==> src/rtl/isa_pkg.sv <==
// Shared ISA definitions: opcode/format encodings, sequencer state type and opcode helpers.
package isa_pkg;

  localparam logic [3:0] OP_LB   = 4'b0000;
  localparam logic [3:0] OP_SB   = 4'b0001;
  localparam logic [3:0] OP_JMP  = 4'b0010;
  localparam logic [3:0] OP_ADD  = 4'b0011;
  localparam logic [3:0] OP_SUB  = 4'b0100;
  localparam logic [3:0] OP_AND  = 4'b0101;
  localparam logic [3:0] OP_OR   = 4'b0110;
  localparam logic [3:0] OP_XOR  = 4'b0111;
  localparam logic [3:0] OP_SHL  = 4'b1000;
  localparam logic [3:0] OP_SHR  = 4'b1001;
  localparam logic [3:0] OP_BNE  = 4'b1010;
  localparam logic [3:0] OP_BEQ  = 4'b1011;
  localparam logic [3:0] OP_BLT  = 4'b1100;
  localparam logic [3:0] OP_MOV  = 4'b1101;
  localparam logic [3:0] OP_HALT = 4'b1110;
  localparam logic [3:0] OP_BLS  = 4'b1111;

  localparam logic [1:0] FMT_R = 2'b00;
  localparam logic [1:0] FMT_I = 2'b01;
  localparam logic [1:0] FMT_J = 2'b10;
  localparam logic [1:0] FMT_B = 2'b11;

  typedef enum logic [1:0] {
    StIdle   = 2'd0,
    StRun    = 2'd1,
    StHalted = 2'd2
  } seq_state_t;

  function automatic logic is_branch_op(input logic [3:0] opcode);
    return (opcode == OP_BNE) || (opcode == OP_BEQ) || (opcode == OP_BLT) ||
           (opcode == OP_BLS);
  endfunction

endpackage

==> src/rtl/next_pc_sel.sv <==
// Combinational next-pc priority mux: stall > halt > jump > taken branch > sequential.
module next_pc_sel
  import isa_pkg::*;
#(
  parameter int unsigned PC_W    = 16,
  parameter int unsigned PC_STEP = 1
) (
  input  logic [PC_W-1:0] pc_i,
  input  logic            stall_i,
  input  logic [3:0]      opcode_i,
  input  logic [PC_W-1:0] jmp_loc_i,
  input  logic            branch_taken_i,
  output logic [PC_W-1:0] next_pc_o,
  output logic            halt_o
);

  localparam logic [PC_W-1:0] Step = PC_W'(PC_STEP);

  always_comb begin
    next_pc_o = pc_i + Step;
    halt_o    = 1'b0;
    if (stall_i) begin
      next_pc_o = pc_i;
    end else begin
      // Unknown or unmapped opcodes fall through to the sequential path.
      case (opcode_i)
        OP_HALT: begin
          next_pc_o = pc_i;
          halt_o    = 1'b1;
        end
        OP_JMP:  next_pc_o = jmp_loc_i;
        default: begin
          if (is_branch_op(opcode_i) && branch_taken_i) next_pc_o = jmp_loc_i;
        end
      endcase
    end
  end

endmodule

==> src/rtl/pc_sequencer.sv <==
// Program counter and run/halt control for the fetch stage, with a saturating retire counter.
module pc_sequencer
  import isa_pkg::*;
#(
  parameter int unsigned     PC_W       = 16,
  parameter logic [PC_W-1:0] START_ADDR = '0,
  parameter int unsigned     PC_STEP    = 1,
  parameter int unsigned     CNT_W      = 16
) (
  input  logic             clk,
  input  logic             rst_n,
  input  logic             start_i,
  input  logic             stall_i,
  input  logic [3:0]       opcode_i,
  input  logic [PC_W-1:0]  jmp_loc_i,
  input  logic             branch_taken_i,
  output logic [PC_W-1:0]  pc_o,
  output logic             busy_o,
  output logic             done_o,
  output logic [CNT_W-1:0] instr_count_o
);

  seq_state_t       state_q;
  logic [PC_W-1:0]  pc_q;
  logic [CNT_W-1:0] cnt_q;
  logic             busy_q;
  logic             done_q;
  logic [PC_W-1:0]  next_pc;
  logic             halt;
  logic [CNT_W-1:0] cnt_inc;

  next_pc_sel #(
    .PC_W    (PC_W),
    .PC_STEP (PC_STEP)
  ) u_next_pc_sel (
    .pc_i           (pc_q),
    .stall_i        (stall_i),
    .opcode_i       (opcode_i),
    .jmp_loc_i      (jmp_loc_i),
    .branch_taken_i (branch_taken_i),
    .next_pc_o      (next_pc),
    .halt_o         (halt)
  );

  assign cnt_inc = (cnt_q == '1) ? cnt_q : cnt_q + 1'b1;

  always_ff @(posedge clk or negedge rst_n) begin
    if (!rst_n) begin
      state_q <= StIdle;
      pc_q    <= START_ADDR;
      cnt_q   <= '0;
      busy_q  <= 1'b0;
      done_q  <= 1'b0;
    end else begin
      case (state_q)
        StIdle, StHalted: begin
          if (start_i) begin
            state_q <= StRun;
            pc_q    <= START_ADDR;
            cnt_q   <= '0;
            busy_q  <= 1'b1;
            done_q  <= 1'b0;
          end
        end
        StRun: begin
          if (!stall_i) begin
            pc_q  <= next_pc;
            cnt_q <= cnt_inc;
            if (halt) begin
              state_q <= StHalted;
              busy_q  <= 1'b0;
              done_q  <= 1'b1;
            end
          end
        end
        default: begin
          state_q <= StIdle;
          busy_q  <= 1'b0;
          done_q  <= 1'b0;
        end
      endcase
    end
  end

  assign pc_o          = pc_q;
  assign instr_count_o = cnt_q;
  assign busy_o        = busy_q;
  assign done_o        = done_q;

endmodule
==> config.mk <==
export PLATFORM = sky130hd
export DESIGN_NAME = pc_sequencer
export DESIGN_NICKNAME = d
export VERILOG_FILES = /design/src/rtl/isa_pkg.sv /design/src/rtl/next_pc_sel.sv /design/src/rtl/pc_sequencer.sv
export SDC_FILE = /design/constraint.sdc
export NUM_CORES = 1
export LEC_CHECK = 0
export CORE_MARGIN = 8
export CORE_UTILIZATION = 25
export CTS_BUF_LIST = sky130_fd_sc_hd__clkbuf_4 sky130_fd_sc_hd__clkbuf_8
export CTS_CLUSTER_SIZE = 12
export DETAILED_ROUTE_END_ITERATION = 12
export PLACE_DENSITY = 0.5
export SLEW_MARGIN = 20
export SYNTH_ARGS = -nofsm -noshare
export SYNTH_HDL_FRONTEND = slang
export SYNTH_SLANG_ARGS = --single-unit
==> constraint.sdc <==
create_clock -name clk -period 1.81 [get_ports clk]
set_input_delay 0.362 -clock clk [delete_from_list [all_inputs] [get_ports clk]]
set_output_delay 0.362 -clock clk [all_outputs]
set_load 0.01 [all_outputs]
==> impl_summary.log <==
[metrics] outcome: finished clean
[metrics] largest family of logic cells by synthesized area: simple AND/OR/NAND/NOR gates
[metrics] nature of the critical path endpoint: register
[metrics] mux cell area share after synthesis: 5.08%
[metrics] half-perimeter wire length of the detailed placement result: 5.12 mm
[metrics] Most used DFF post-synth: sky130_fd_sc_hd__dfrtp_1
[metrics] category of the most critical setup path: reg2reg
[metrics] number of synthesized flops with an enable pin: 0
[metrics] chip width: 109 um
[metrics] floorplan core area: 0.00855 mm2
[metrics] depth of the worst register-to-register path: 5
[metrics] pwr/cell area: 981 mW/mm2
[metrics] clock sink count: 35
[metrics] number of top-level design ports: 59
[metrics] portion of the clock cycle consumed by the worst path in the final layout: 98.1%
[metrics] drc violations: 0
[metrics] Mapped Nets: 267
[metrics] reg2reg setup slack: 30 ps
[metrics] # Max-Cap Violations: 0
[metrics] root buffer cell: sky130_fd_sc_hd__clkbuf_8
[metrics] average cell area after synthesis: 9.03 um2
[metrics] top cell types by occurrence after synthesis: sky130_fd_sc_hd__dfrtp_1 (35), sky130_fd_sc_hd__nor2_1 (21), sky130_fd_sc_hd__nand2_1 (19)
[metrics] sequential cell area fraction in the yosys report: 40.4%
[metrics] WL/cell: 15.7 um
[metrics] Syn-to-layout area delta: 57.1%
[metrics] biggest fanout along the worst timing path: 5
[metrics] Post-DRT Antenna Nets: 0
[metrics] nets: 369
[metrics] initial core utilization: 25.4%
[metrics] number of distinct library cells after synthesis: 50
[metrics] transition at the pin with the smallest max-transition slack: 375 ps
[metrics] launch instance of the worst register-to-register path: state_q[1]
[metrics] proportion of netlist area held by the largest area contributor: 40.4%
[metrics] clock tree from TritonCTS: yes
[metrics] wire length of the first global-routing pass: 11.1 mm
[metrics] Worst Setup EP: instr_count_o[15]
[metrics] synthesized area: 0.00217 mm2
[metrics] post-layout total power: 3.34 mW
[metrics] post-route worst hold slack: 440 ps
[metrics] Remaining Overflow, GRT: 0
[metrics] path category of the worst min-delay check: in2async
[metrics] final period demand of the worst path: 1780 ps
[metrics] share of final-layout standard cells stronger than drive strength 1: 23.3%
[metrics] synthesized-area fraction occupied by ao, oa, aoi and oai cells: 17.1%
[metrics] CP startpoint: state_q[1]
[metrics] ranking of synthesized cells by area: sky130_fd_sc_hd__dfrtp_1 (40%), sky130_fd_sc_hd__mux2i_1 (5.1%), sky130_fd_sc_hd__xor2_1 (4.0%)
[metrics] number of instances in the synthesized netlist: 240
[metrics] leakage power: 1.54 nW
[metrics] Yosys warning count: 0
[metrics] Post-Route Skew: 11.5 ps
[metrics] data required time of the worst path: 1980 ps
[metrics] vias in the first global route: 2278
[metrics] register cell area after layout: 877 um2
[metrics] share of synthesized cell area in full adder, half adder and majority cells: 1.15%
[metrics] footprint of the multi-input gates: 0.00132 mm2
[metrics] maximum number of pins on one net before global-route repair: 36
[metrics] antenna violations before repair: 0
[metrics] number of I/O port buffers: 58
[metrics] antenna cell count: 0
[metrics] Achievable Freq: 0.563 GHz
[metrics] detailed router's first-iteration violation count: 59
[metrics] area leader, netlist: sky130_fd_sc_hd__dfrtp_1
[metrics] capture instance of the worst register-to-register path: instr_count_o[15]
[metrics] Critical Path Source Type: register
[metrics] TritonCTS buffer count: 5
[metrics] worst slew margin relative to its limit: 74.7%
[metrics] number of register bits inferred by synthesis: 35
[metrics] Final Setup Violations: 0
[metrics] number of H-tree branching levels: 2
[metrics] DIE AREA: 0.0119 mm2
[metrics] insertion delay to the later sink of the worst-skew pair: 290 ps
[metrics] detailed-router iteration count before antenna repair: 4
[metrics] via count: 2229
[metrics] number of max-slew violations in the final report: 0
[metrics] num rows: 34
[metrics] number of endpoints with negative hold slack in the final report: 0
[metrics] RSZ-0062 raised after global routing: yes
[metrics] maximum buffer depth of the clock tree: 2
[metrics] post-detailed-routing wire length: 7.09 mm
[metrics] Die Y-Extent: 109 um
[metrics] gp weighted congestion: 0.832
[metrics] vias per cell: 4.94
[metrics] share of synthesized flip-flops with an asynchronous set or reset: 100%
[metrics] most instantiated library cell after synthesis: sky130_fd_sc_hd__dfrtp_1
[metrics] Tot GR Track Use: 11.6%
[metrics] number of filler instances in the final layout: 898
[metrics] post-synthesis share of cell area spent on xor and xnor gates: 4.04%
[metrics] maximum vdd ir drop: 0.523 mV
[metrics] signal arrival time at the worst endpoint: 1940 ps
[metrics] CTS clock-pin slew for the worst setup and hold paths: 80 ps
[metrics] simple-gate share of the synthesized area: 28.8%
-- cell usage in the layout, fill, tap and decap left out, drive strengths merged, types with 5 or more instances in the layout --
cell            n
o21ai          11
and4            5
mux2i          11
and3           14
clkbuf          8
nor3            5
nand2          19
nand2b          7
clkdlybuf4s50  54
a21oi          12
buf            43
xor2           10
nand3          17
inv             9
nor2           22
nand4           8
dfrtp          35
o22ai           7
-- worst max-delay path: stages, from the launching register on --
cell                        delay (ps)
sky130_fd_sc_hd__dfrtp_2           420
sky130_fd_sc_hd__or3b_4            430
sky130_fd_sc_hd__a2111oi_4         420
sky130_fd_sc_hd__nand4_1           170
sky130_fd_sc_hd__xor2_1            160
sky130_fd_sc_hd__nor2_1             50
-- state kept, by name (all words and copies together), names as in the netlist --
signal	count
pc_o	16
state_q	2
busy_o	1
instr_count_o	16
-- routing by layer --
metal | GRT usage [%] | vias up | routed length, um
li1 | - | 1094 | -
met1 | 14.0 | 1078 | 3170
met2 | 19.8 | 53 | 3420
met3 | 3.43 | 4 | 464
met4 | 2.54 | 0 | 42
met5 | 0 | - | 0
-- logic make-up (layout without fill, tap and decap cells) --
group	count (synthesis)	count (layout)
buf+inv	16	118
mux	11	11
simple gates	115	115
xor+xnor	10	10
compound gates	51	52
flops	35	35
fa+ha+maj	2	2
-- power breakdown --
part	internal, mW	switching (mW)	leakage, nW	total, mW
Sequential	0.954	0.231	0.468	1.18
Clock	0.363	0.296	0.0549	0.659
Combinational	0.817	0.678	1.02	1.50
Total	2.13	1.21	1.54	3.34
-- worst min path at each step --
| stage | cells after the start | slack [ps] | end |
|---|---|---|---|
| after floorplan | 0 | 70 | busy_o |
| after global placement | 1 | 530 | pc_o[10] |
| after detailed placement | 1 | 530 | pc_o[10] |
| after CTS | 2 | 440 | busy_o |
| after global routing | 2 | 470 | busy_o |
| final | 2 | 440 | busy_o |
-- final cells by class --
type | count | area share [%]
Sequential cell | 35 | 25.8
Timing Repair Buffer | 101 | 27.5
Inverter | 9 | 0.992
Tap cell | 108 | 3.97
Clock buffer | 8 | 3.05
Multi-Input combinational cell | 190 | 38.7
-- through the flow --
step	instance area [um2]	TNS, ps	std cells	utilization (%)	setup slack (ps)
after floorplan	2170	0	240	-	1.43
after global placement	3160	-10380	439	36.9	-444
after detailed placement	3160	-11120	439	36.9	-491
after CTS	3290	0	448	38.4	1.07
after global routing	3410	-277	451	39.8	-50.2
final	3410	0	451	39.8	34.9
-- what timing repair did --
| item | CTS | global route |
|---|---|---|
| pin swaps | 3 | 9 |
| hold buffers | 0 | 0 |
| gates cloned | 0 | 1 |
| setup buffers | 1 | 2 |
| gates resized for setup | 7 | 25 |
| setup endpoints to repair | 24 | 23 |
No activity file was read; power rests on OpenSTA's default activity.
